## src/rtl/spongent_perm_arbiter_pkg.sv

```systemverilog
// Shared constants and FSM encoding for the Spongent permutation arbiter.
package spongent_perm_arbiter_pkg;

    localparam int SPONGENT_B    = 264;
    localparam int SPONGENT_RATE = 8;

    typedef enum logic [1:0] {
        ST_IDLE  = 2'd0,
        ST_BUSY  = 2'd1,
        ST_DONE  = 2'd2,
        ST_CLEAR = 2'd3
    } arb_state_e;

    // Watchdog width; a disabled watchdog still keeps a 1-bit counter so ports stay legal.
    function automatic int wdog_width(input int timeout);
        return (timeout < 1) ? 1 : $clog2(timeout + 1);
    endfunction

endpackage

```

## src/rtl/spongent_perm_arbiter_rr_arbiter.sv

```systemverilog
// Combinational round-robin picker: first asserted request at or after ptr, wrapping.
module rr_arbiter #(
    parameter int N_REQ = 2,
    parameter int IDX_W = 1
) (
    input  logic [N_REQ-1:0] req,
    input  logic [IDX_W-1:0] ptr,
    output logic [N_REQ-1:0] win_onehot,
    output logic [IDX_W-1:0] win_idx,
    output logic             win_any
);

    int sum;
    int cand;

    // Scan requesters in rotated order and keep the first hit.
    always_comb begin
        win_any    = 1'b0;
        win_idx    = '0;
        win_onehot = '0;
        sum        = 0;
        cand       = 0;
        for (int k = 0; k < N_REQ; k++) begin
            sum  = int'(ptr) + k;
            cand = (sum >= N_REQ) ? (sum - N_REQ) : sum;
            if (!win_any && req[cand]) begin
                win_any = 1'b1;
                win_idx = IDX_W'(cand);
            end else begin
                win_any = win_any;
            end
        end
        if (win_any) begin
            win_onehot[win_idx] = 1'b1;
        end else begin
            win_onehot = '0;
        end
    end

endmodule

```

## src/rtl/spongent_perm_arbiter.sv

```systemverilog
// Shares one Spongent permutation core between N_REQ requesters with round-robin
// grants, the core's en/rst/rdy handshake, and a watchdog that aborts hung jobs.
module spongent_perm_arbiter
    import spongent_perm_arbiter_pkg::*;
#(
    parameter int N_REQ   = 2,
    parameter int STATE_W = SPONGENT_B,
    parameter int TIMEOUT = 1024
) (
    input  logic                     clk,
    input  logic                     rst,
    input  logic [N_REQ-1:0]         req,
    input  logic [N_REQ*STATE_W-1:0] req_state,
    output logic [N_REQ-1:0]         gnt,
    output logic [N_REQ-1:0]         rsp_valid,
    output logic [STATE_W-1:0]       rsp_state,
    output logic                     err_timeout,
    output logic [STATE_W-1:0]       perm_state_in,
    output logic                     perm_en,
    output logic                     perm_rst,
    input  logic                     perm_rdy,
    input  logic [STATE_W-1:0]       perm_state_out
);

    localparam int IDX_W = (N_REQ > 1) ? $clog2(N_REQ) : 1;
    localparam int CNT_W = wdog_width(TIMEOUT);
    localparam logic [CNT_W-1:0] CNT_MAX   = '1;
    localparam logic [CNT_W-1:0] CNT_LIMIT = CNT_W'(TIMEOUT);
    localparam logic [IDX_W-1:0] LAST_IDX  = IDX_W'(N_REQ - 1);

    arb_state_e         state;
    logic [IDX_W-1:0]   rr_ptr;
    logic [CNT_W-1:0]   wdog_cnt;
    logic [N_REQ-1:0]   win_onehot;
    logic [IDX_W-1:0]   win_idx;
    logic               win_any;
    logic [STATE_W-1:0] win_state;
    logic [IDX_W-1:0]   next_ptr;
    logic               wdog_expired;

    rr_arbiter #(
        .N_REQ (N_REQ),
        .IDX_W (IDX_W)
    ) u_rr (
        .req        (req),
        .ptr        (rr_ptr),
        .win_onehot (win_onehot),
        .win_idx    (win_idx),
        .win_any    (win_any)
    );

    assign win_state    = req_state[int'(win_idx)*STATE_W +: STATE_W];
    assign next_ptr     = (win_idx == LAST_IDX) ? '0 : (win_idx + IDX_W'(1));
    assign wdog_expired = (TIMEOUT != 0) && (wdog_cnt == CNT_LIMIT);
    // The core is held in reset both by the system reset and for one cycle between jobs.
    assign perm_rst     = rst | (state == ST_CLEAR);

    // Job sequencer: grant, run the core, deliver or abort, then scrub the core.
    always_ff @(posedge clk) begin
        if (rst) begin
            state         <= ST_IDLE;
            rr_ptr        <= '0;
            wdog_cnt      <= '0;
            gnt           <= '0;
            rsp_valid     <= '0;
            rsp_state     <= '0;
            err_timeout   <= 1'b0;
            perm_state_in <= '0;
            perm_en       <= 1'b0;
        end else begin
            rsp_valid   <= '0;
            err_timeout <= 1'b0;
            case (state)
                ST_IDLE: begin
                    if (win_any) begin
                        gnt           <= win_onehot;
                        perm_state_in <= win_state;
                        rr_ptr        <= next_ptr;
                        wdog_cnt      <= CNT_W'(1);
                        perm_en       <= 1'b1;
                        state         <= ST_BUSY;
                    end else begin
                        gnt     <= '0;
                        perm_en <= 1'b0;
                    end
                end
                ST_BUSY: begin
                    // A result arriving on the last allowed cycle still beats the watchdog.
                    if (perm_rdy) begin
                        rsp_state <= perm_state_out;
                        rsp_valid <= gnt;
                        state     <= ST_DONE;
                    end else if (wdog_expired) begin
                        err_timeout <= 1'b1;
                        gnt         <= '0;
                        perm_en     <= 1'b0;
                        wdog_cnt    <= '0;
                        state       <= ST_CLEAR;
                    end else begin
                        wdog_cnt <= (wdog_cnt == CNT_MAX) ? wdog_cnt : (wdog_cnt + CNT_W'(1));
                    end
                end
                ST_DONE: begin
                    gnt      <= '0;
                    perm_en  <= 1'b0;
                    wdog_cnt <= '0;
                    state    <= ST_CLEAR;
                end
                ST_CLEAR: begin
                    gnt      <= '0;
                    perm_en  <= 1'b0;
                    wdog_cnt <= '0;
                    state    <= ST_IDLE;
                end
                default: begin
                    gnt      <= '0;
                    perm_en  <= 1'b0;
                    wdog_cnt <= '0;
                    state    <= ST_IDLE;
                end
            endcase
        end
    end

endmodule

```

## config.mk

```make
export PLATFORM = sky130hd
export DESIGN_NAME = spongent_perm_arbiter
export DESIGN_NICKNAME = d
export VERILOG_FILES = /design/src/rtl/spongent_perm_arbiter_pkg.sv /design/src/rtl/spongent_perm_arbiter_rr_arbiter.sv /design/src/rtl/spongent_perm_arbiter.sv
export SDC_FILE = /design/constraint.sdc
export NUM_CORES = 1
export LEC_CHECK = 0
export ABC_CLOCK_PERIOD_IN_PS = 2200
export CAP_MARGIN = 25
export CORE_AREA = 8 8 516 518
export DETAILED_ROUTE_END_ITERATION = 6
export DIE_AREA = 0 0 524 526
export PLACE_DENSITY = 0.38
export SLEW_MARGIN = 5
export SYNTH_ARGS = -nofsm -noshare
export SYNTH_HDL_FRONTEND = slang
export SYNTH_HIERARCHICAL = 1
export SYNTH_SLANG_ARGS = --single-unit
```

## constraint.sdc

```tcl
create_clock -name clk -period 2.2 [get_ports clk]
set_input_delay 0.44 -clock clk [delete_from_list [all_inputs] [get_ports clk]]
set_output_delay 0.44 -clock clk [all_outputs]
set_load 0.02 [all_outputs]
```

# After elaboration in Yosys (flattened, before gate mapping)
# Index checks and enable logic that the tools add are counted.
dict set report classes {
  addsub 5
  multipliers 1
  magnitude_cmp 6
  n_eq_ne 10
  n_shift 1
  n_mux 33
  bitwise_logic 3
  n_reduce_logical 12
}
# operator n
set ops {}
lappend ops {{528-bit by 11-bit variable part select with 264-bit output} 1}
lappend ops {{32-bit by 3-bit < comparator with 1-bit output, second input constant} 2}
lappend ops {{32-bit 2-to-1 mux} 2}
lappend ops {{11-bit 2-to-1 mux} 4}
lappend ops {{11-bit one-hot mux with 3 select lines} 1}
lappend ops {{32-bit by 3-bit greater-or-equal comparator with 1-bit output, second input constant} 1}
lappend ops {{32-bit by 3-bit subtractor with 32-bit output, second input constant} 1}
lappend ops {{11-bit equality test, second input constant} 2}
lappend ops {{1-bit 2-to-1 mux} 16}
lappend ops {{2-bit 2-to-1 mux} 6}
lappend ops {{11-bit by 1-bit adder with 11-bit output, second input constant} 1}
lappend ops {{2-bit one-hot mux with 4 select lines} 1}
lappend ops {{2-bit AND reduction} 4}
lappend ops {{1-bit by 6-bit multiplier with 7-bit output, second input constant} 1}
lappend ops {{3-bit inequality test, second input constant} 2}
lappend ops {{2-bit one-hot mux with 3 select lines} 1}
lappend ops {{3-bit OR reduction} 2}
lappend ops {{2-bit equality test, second input constant} 2}
lappend ops {{2-bit inequality test, second input constant} 2}
lappend ops {{1-bit one-hot mux with 3 select lines} 1}
lappend ops {{3-bit AND reduction} 1}
lappend ops {{1-bit by 2-bit subtractor with 3-bit output, second input constant} 1}
lappend ops {{1-bit by 1-bit adder with 2-bit output, second input constant} 1}
lappend ops {{2-bit by 1-bit equality test with 1-bit output, second input constant} 1}
lappend ops {{12 further kinds} 14}
dict set report word_totals {
  regBits 548
  in_bits 797
  output_inout_bits 535
  word_cells 80
}

# Depth between registers and ports, before layout
dict set report depth {
  depth_word 15
  depth_mapped 9
  depth_no_buf 6
}

# Cells and area by module
# Netlist, hierarchy kept.
# module instances cells_per_inst area_each_um2 seq_area_each_um2
set by_module_without_submodules {}
lappend by_module_without_submodules {spongent_perm_arbiter 1 2465 21584.5 10970.5}
lappend by_module_without_submodules {rr_arbiter 1 5 32.5 0.0}

# Worst setup path after synthesis
# Ideal clock, no wire load.
dict set report synth_path {
  path_kind {register to register}
  start {register state[1]}
  end {register wdog_cnt[5]}
  setup_ps 139
  t_arrival_ps 1836
  t_required_ps 2061
  setup_slack_ps 225
  stages_incl_launch_ff 10
  n_path_buf 3
  path_cell_list {dfxtp_1 -> inv_1 -> ha_1 -> buf_6 -> and2_4 -> buf_6 -> or2_1 -> buf_6 -> o21ai_0 -> a31oi_1}
}
dict set report synth_between {
  elab_chain_cells 3
  elab_cells_between_ends 10
  cone_classes {6 x eq/ne; 1 x mux; 3 x reduce/logical}
}
# element line
set synth_lines {}
lappend synth_lines {{from (decl)} spongent_perm_arbiter.sv:31} ;# arb_state_e state;
lappend synth_lines {{from (signal assigned)} spongent_perm_arbiter.sv:61} ;# state <= ST_IDLE;
lappend synth_lines {{from (signal assigned)} spongent_perm_arbiter.sv:81} ;# state <= ST_BUSY;
lappend synth_lines {{from (signal assigned)} spongent_perm_arbiter.sv:92} ;# state <= ST_DONE;
lappend synth_lines {{2-bit by 1-bit equality test with 1-bit output (tied with other cells)} spongent_perm_arbiter.sv:73} ;# case (state)
lappend synth_lines {{3-bit inequality test (no line) (tied with other cells)} n/a}
lappend synth_lines {{3-bit AND reduction (no line) or 11-bit one-hot mux with 3 select lines (tied branches)} n/a}
lappend synth_lines {{to (signal assigned)} spongent_perm_arbiter.sv:100} ;# wdog_cnt <= (wdog_cnt == CNT_MAX) ? wdog_cnt : (wdog_cnt + CNT_W'(1));
lappend synth_lines {{to (decl)} spongent_perm_arbiter.sv:33} ;# logic [CNT_W-1:0] wdog_cnt;
# Parallel ways exist; a longest one is shown, timed or not.
# A chain may end at the register's enable or synchronous reset.

# Final worst setup path
dict set report layout_path {
  start {register state[1]}
  end {output port perm_rst}
}
dict set report layout_between {
  elab_chain_cells 2
}
# element line
set layout_lines {}
lappend layout_lines {{2-bit equality test} spongent_perm_arbiter.sv:56} ;# assign perm_rst = rst | (state == ST_CLEAR);
lappend layout_lines {{1-bit bitwise OR} spongent_perm_arbiter.sv:56}
lappend layout_lines {{to (decl)} spongent_perm_arbiter.sv:20} ;# output logic perm_rst,
# No other way between the ends.

==> flow_summary.toml <==
[grt]
grtUsageMet3 = 0.05550
grt_pass1_wl_mm = 222.6
grt_pass1_vias = 24260
overflow = 0
grt_max_degree = 74
antenna_found_initial = 85
track_usage = 0.1169
grtUsageMet2 = 0.1980
grt-busiest-layer = "met2"
use_met1 = 0.1336

[sta]
finalSetupViolations = 0
tns_ps = 0
hold_viol = 0
fin_crit_ps = 2088
fmax_mhz = 479.0
final.period_utilization = 0.9490
drv_slew = 0
clock_skew_ps = 66.74
relSlewSlack = 0.6274
tightest_slew_ps = 557.4
rsz0062_at_grt = "false"

[setup_path]
worstSetupStartpointType = "flop"
crit_path_end_kind = "primary output"
worstPathRequired_ps = 1760
crit_type = "flop to primary output"
cp_max_fo = 3
arrival_ps = 1650

[drt]
ant_nets = 0
drcViolationCount = 0
routed_wl_mm = 170.8
firstDrtPassIters = 4
routed-via-count = 23860
vias_per_cell = 3.282
avgRoutedWirePerCell_um = 23.49
drtIter0Drc = 1221

[final_layout]
multi_input_area_um2 = 9743
nets = 4597
final_cells = 7269
drive_above_1_share = 0.06885
register_area_um2 = 10980
finish.utilization = 0.1621
layout_commonest_cell = "clkdlybuf4s50_1"
final_area_um2 = 41840
num-fill-cells = 29130
mostFrequentLayoutCells = "clkdlybuf4s50_1 (851), dfxtp_1 (545), nand2_1 (536)"
area_delta_synth_final_pct = 93.53

[synthesis]
synth-simple-area-share = 0.1560
synth_fa_ha_area_frac = 0.004052
syn_nets = 3274
ys_types = 46
netlist_area_um2 = 21620
synth-xor-area-share = 0
synth-main-ff-cell = "dfxtp_1"
ys_warn_count = 6
avgSynthCellArea_um2 = 8.752
synth_edf_count = 0
ys_ff_latch = 548
synth_top_family_by_area = "compound AO/OA/AOI/OAI gates"
seq_area_frac_synth = 0.5075
yosys-mux-area-fraction = 0.1232
async_flop_share = 0
synth_compound_area_frac = 0.1654
postSynthCellCount = 2470

[place]
placedCellCount = 7117
io_buffers = 1331
hpwl_mm = 144.9
gp_congestion = 0.9044
place_area_um2 = 39730

[power]
leakage_nw = 16.43
powerDensity_nw_per_um2 = 1078
peakVddDrop_mv = 0.5772
total_power_mw = 45.08

[clock_network]
clk_latency_ps = 730
cts_buffers = 76
root_buffer = "clkbuf_16"
clockBufferDepth = 3
cts_tree = "built"
clock_sinks = 548
clkTransAtPathRegs_ps = 60
htreeDepth = 3

[die]
start_util = 0.08376
die_area_um2 = 275600
boundaryPins = 1332
rows = 187
die_h_um = 526
core_um2 = 258100
die_x_um = 524

[status]
status = "completed"

[hold_path]
hp-class = "input port to flop"

[job]
cap_violations = 0
==> timing repair <==
item,4_1_cts,5_1_grt
gates cloned,0,0
gates resized for setup,486,4
hold buffers,0,0
buffers inserted,1,0
pin swaps,1,0
endpoints found under the setup margin,473,7
==> final cells by class <==
class	instances	share of cell area
Timing Repair Buffer	1457	0.3380
Clock buffer	101	0.05010
Clock inverter	33	0.01220
Tap cell	3402	0.1017
Inverter	18	0.001615
Multi-Input combinational cell	1692	0.2329
Antenna cell	18	0.001077
Sequential cell	548	0.2624
==> cells by family after synthesis <==
group | after synthesis
multiplexers | 266
AND/OR/NAND/NOR | 856
flip-flops | 548
AO/OA/AOI/OAI | 563
buffers and inverters | 230
adder cells (fa/ha/maj) | 7
==> where the power goes <==
part / switching, mW / leakage, nW / internal, mW
Combinational: 10.8 / 10.7 / 7.02
Clock: 5.44 / 1.27 / 7.62
Sequential: 1.65 / 4.50 / 12.6
Total: 17.8 / 16.4 / 27.2
==> critical path, cell delays in order, from the launching register on <==
cell	delay [ps]
dfxtp_4	360
ha_4	150
or2_4	240
buf_12	140
==> routing by layer <==
| metal | up-vias | routed length [um] | share of wire |
|---|---|---|---|
| li1 | 11210 | - | - |
| met1 | 11230 | 67590 | 0.40 |
| met2 | 1116 | 79760 | 0.47 |
| met3 | 238 | 19860 | 0.12 |
| met4 | 62 | 3166 | 0.019 |
| met5 | - | 384 | 0.0022 |
==> synthesized netlist by cell type (2+ instances only) <==
library cell	instances	area, um2
a211oi_1	266	1997
a21boi_0	3	22.52
a21oi_1	266	1331
a221oi_1	2	17.52
a31oi_1	4	25.02
a41o_1	3	30.03
and2_1	2	12.51
and3_1	3	18.77
buf_1	12	45.04
buf_2	50	250.2
buf_6	3	33.78
clkbuf_1	147	551.8
dfxtp_1	548	10970
ha_1	7	87.58
inv_1	18	67.56
mux2i_1	266	2663
nand2_1	537	2016
nand2b_1	2	12.51
nand3_1	4	20.02
nand3b_1	2	15.01
nand4_1	5	31.28
nand4b_1	4	35.03
nor2_1	272	1021
nor2b_1	4	25.02
nor3b_1	2	15.01
nor4_1	5	31.28
o211ai_1	6	45.04
o21a_1	2	15.01
o21ai_0	2	10.01
o22ai_1	2	12.51
o311ai_0	2	17.52
or2_1	2	12.51
or3_1	4	25.02
==> final timing paths <==
| path | startpoint | endpoint | depth (start not counted) | slack (ps) |
|---|---|---|---|---|
| setup / recovery | state[1] | perm_rst | 3 | 110 |
| hold / removal | rst | rsp_state[74] | 3 | 220 |
| setup reg to reg | state[0] | wdog_cnt[1] | 6 | 180 |
| hold reg to reg | rsp_state[138] | rsp_state[138] | 2 | 450 |
==> stage by stage <==
stage / hold WS (ps) / worst slack, ps
6_report: 217.6 / 112.2
5_1_grt: 185.4 / 3.059
4_1_cts: 141.6 / -31.99
3_5_place_dp: 446.4 / -277.4
3_3_place_gp: 441.3 / -250.9
2_1_floorplan: 464.5 / 224.6
==> registers in the layout, indices dropped and copies added (netlist names) <==
signal and flops:
perm_en 1, rr_ptr 1, state 2, rsp_valid 2, rsp_state 264, gnt 2
wdog_cnt 11, perm_state_in 264, err_timeout 1
(Power assumes the default switching activity.)
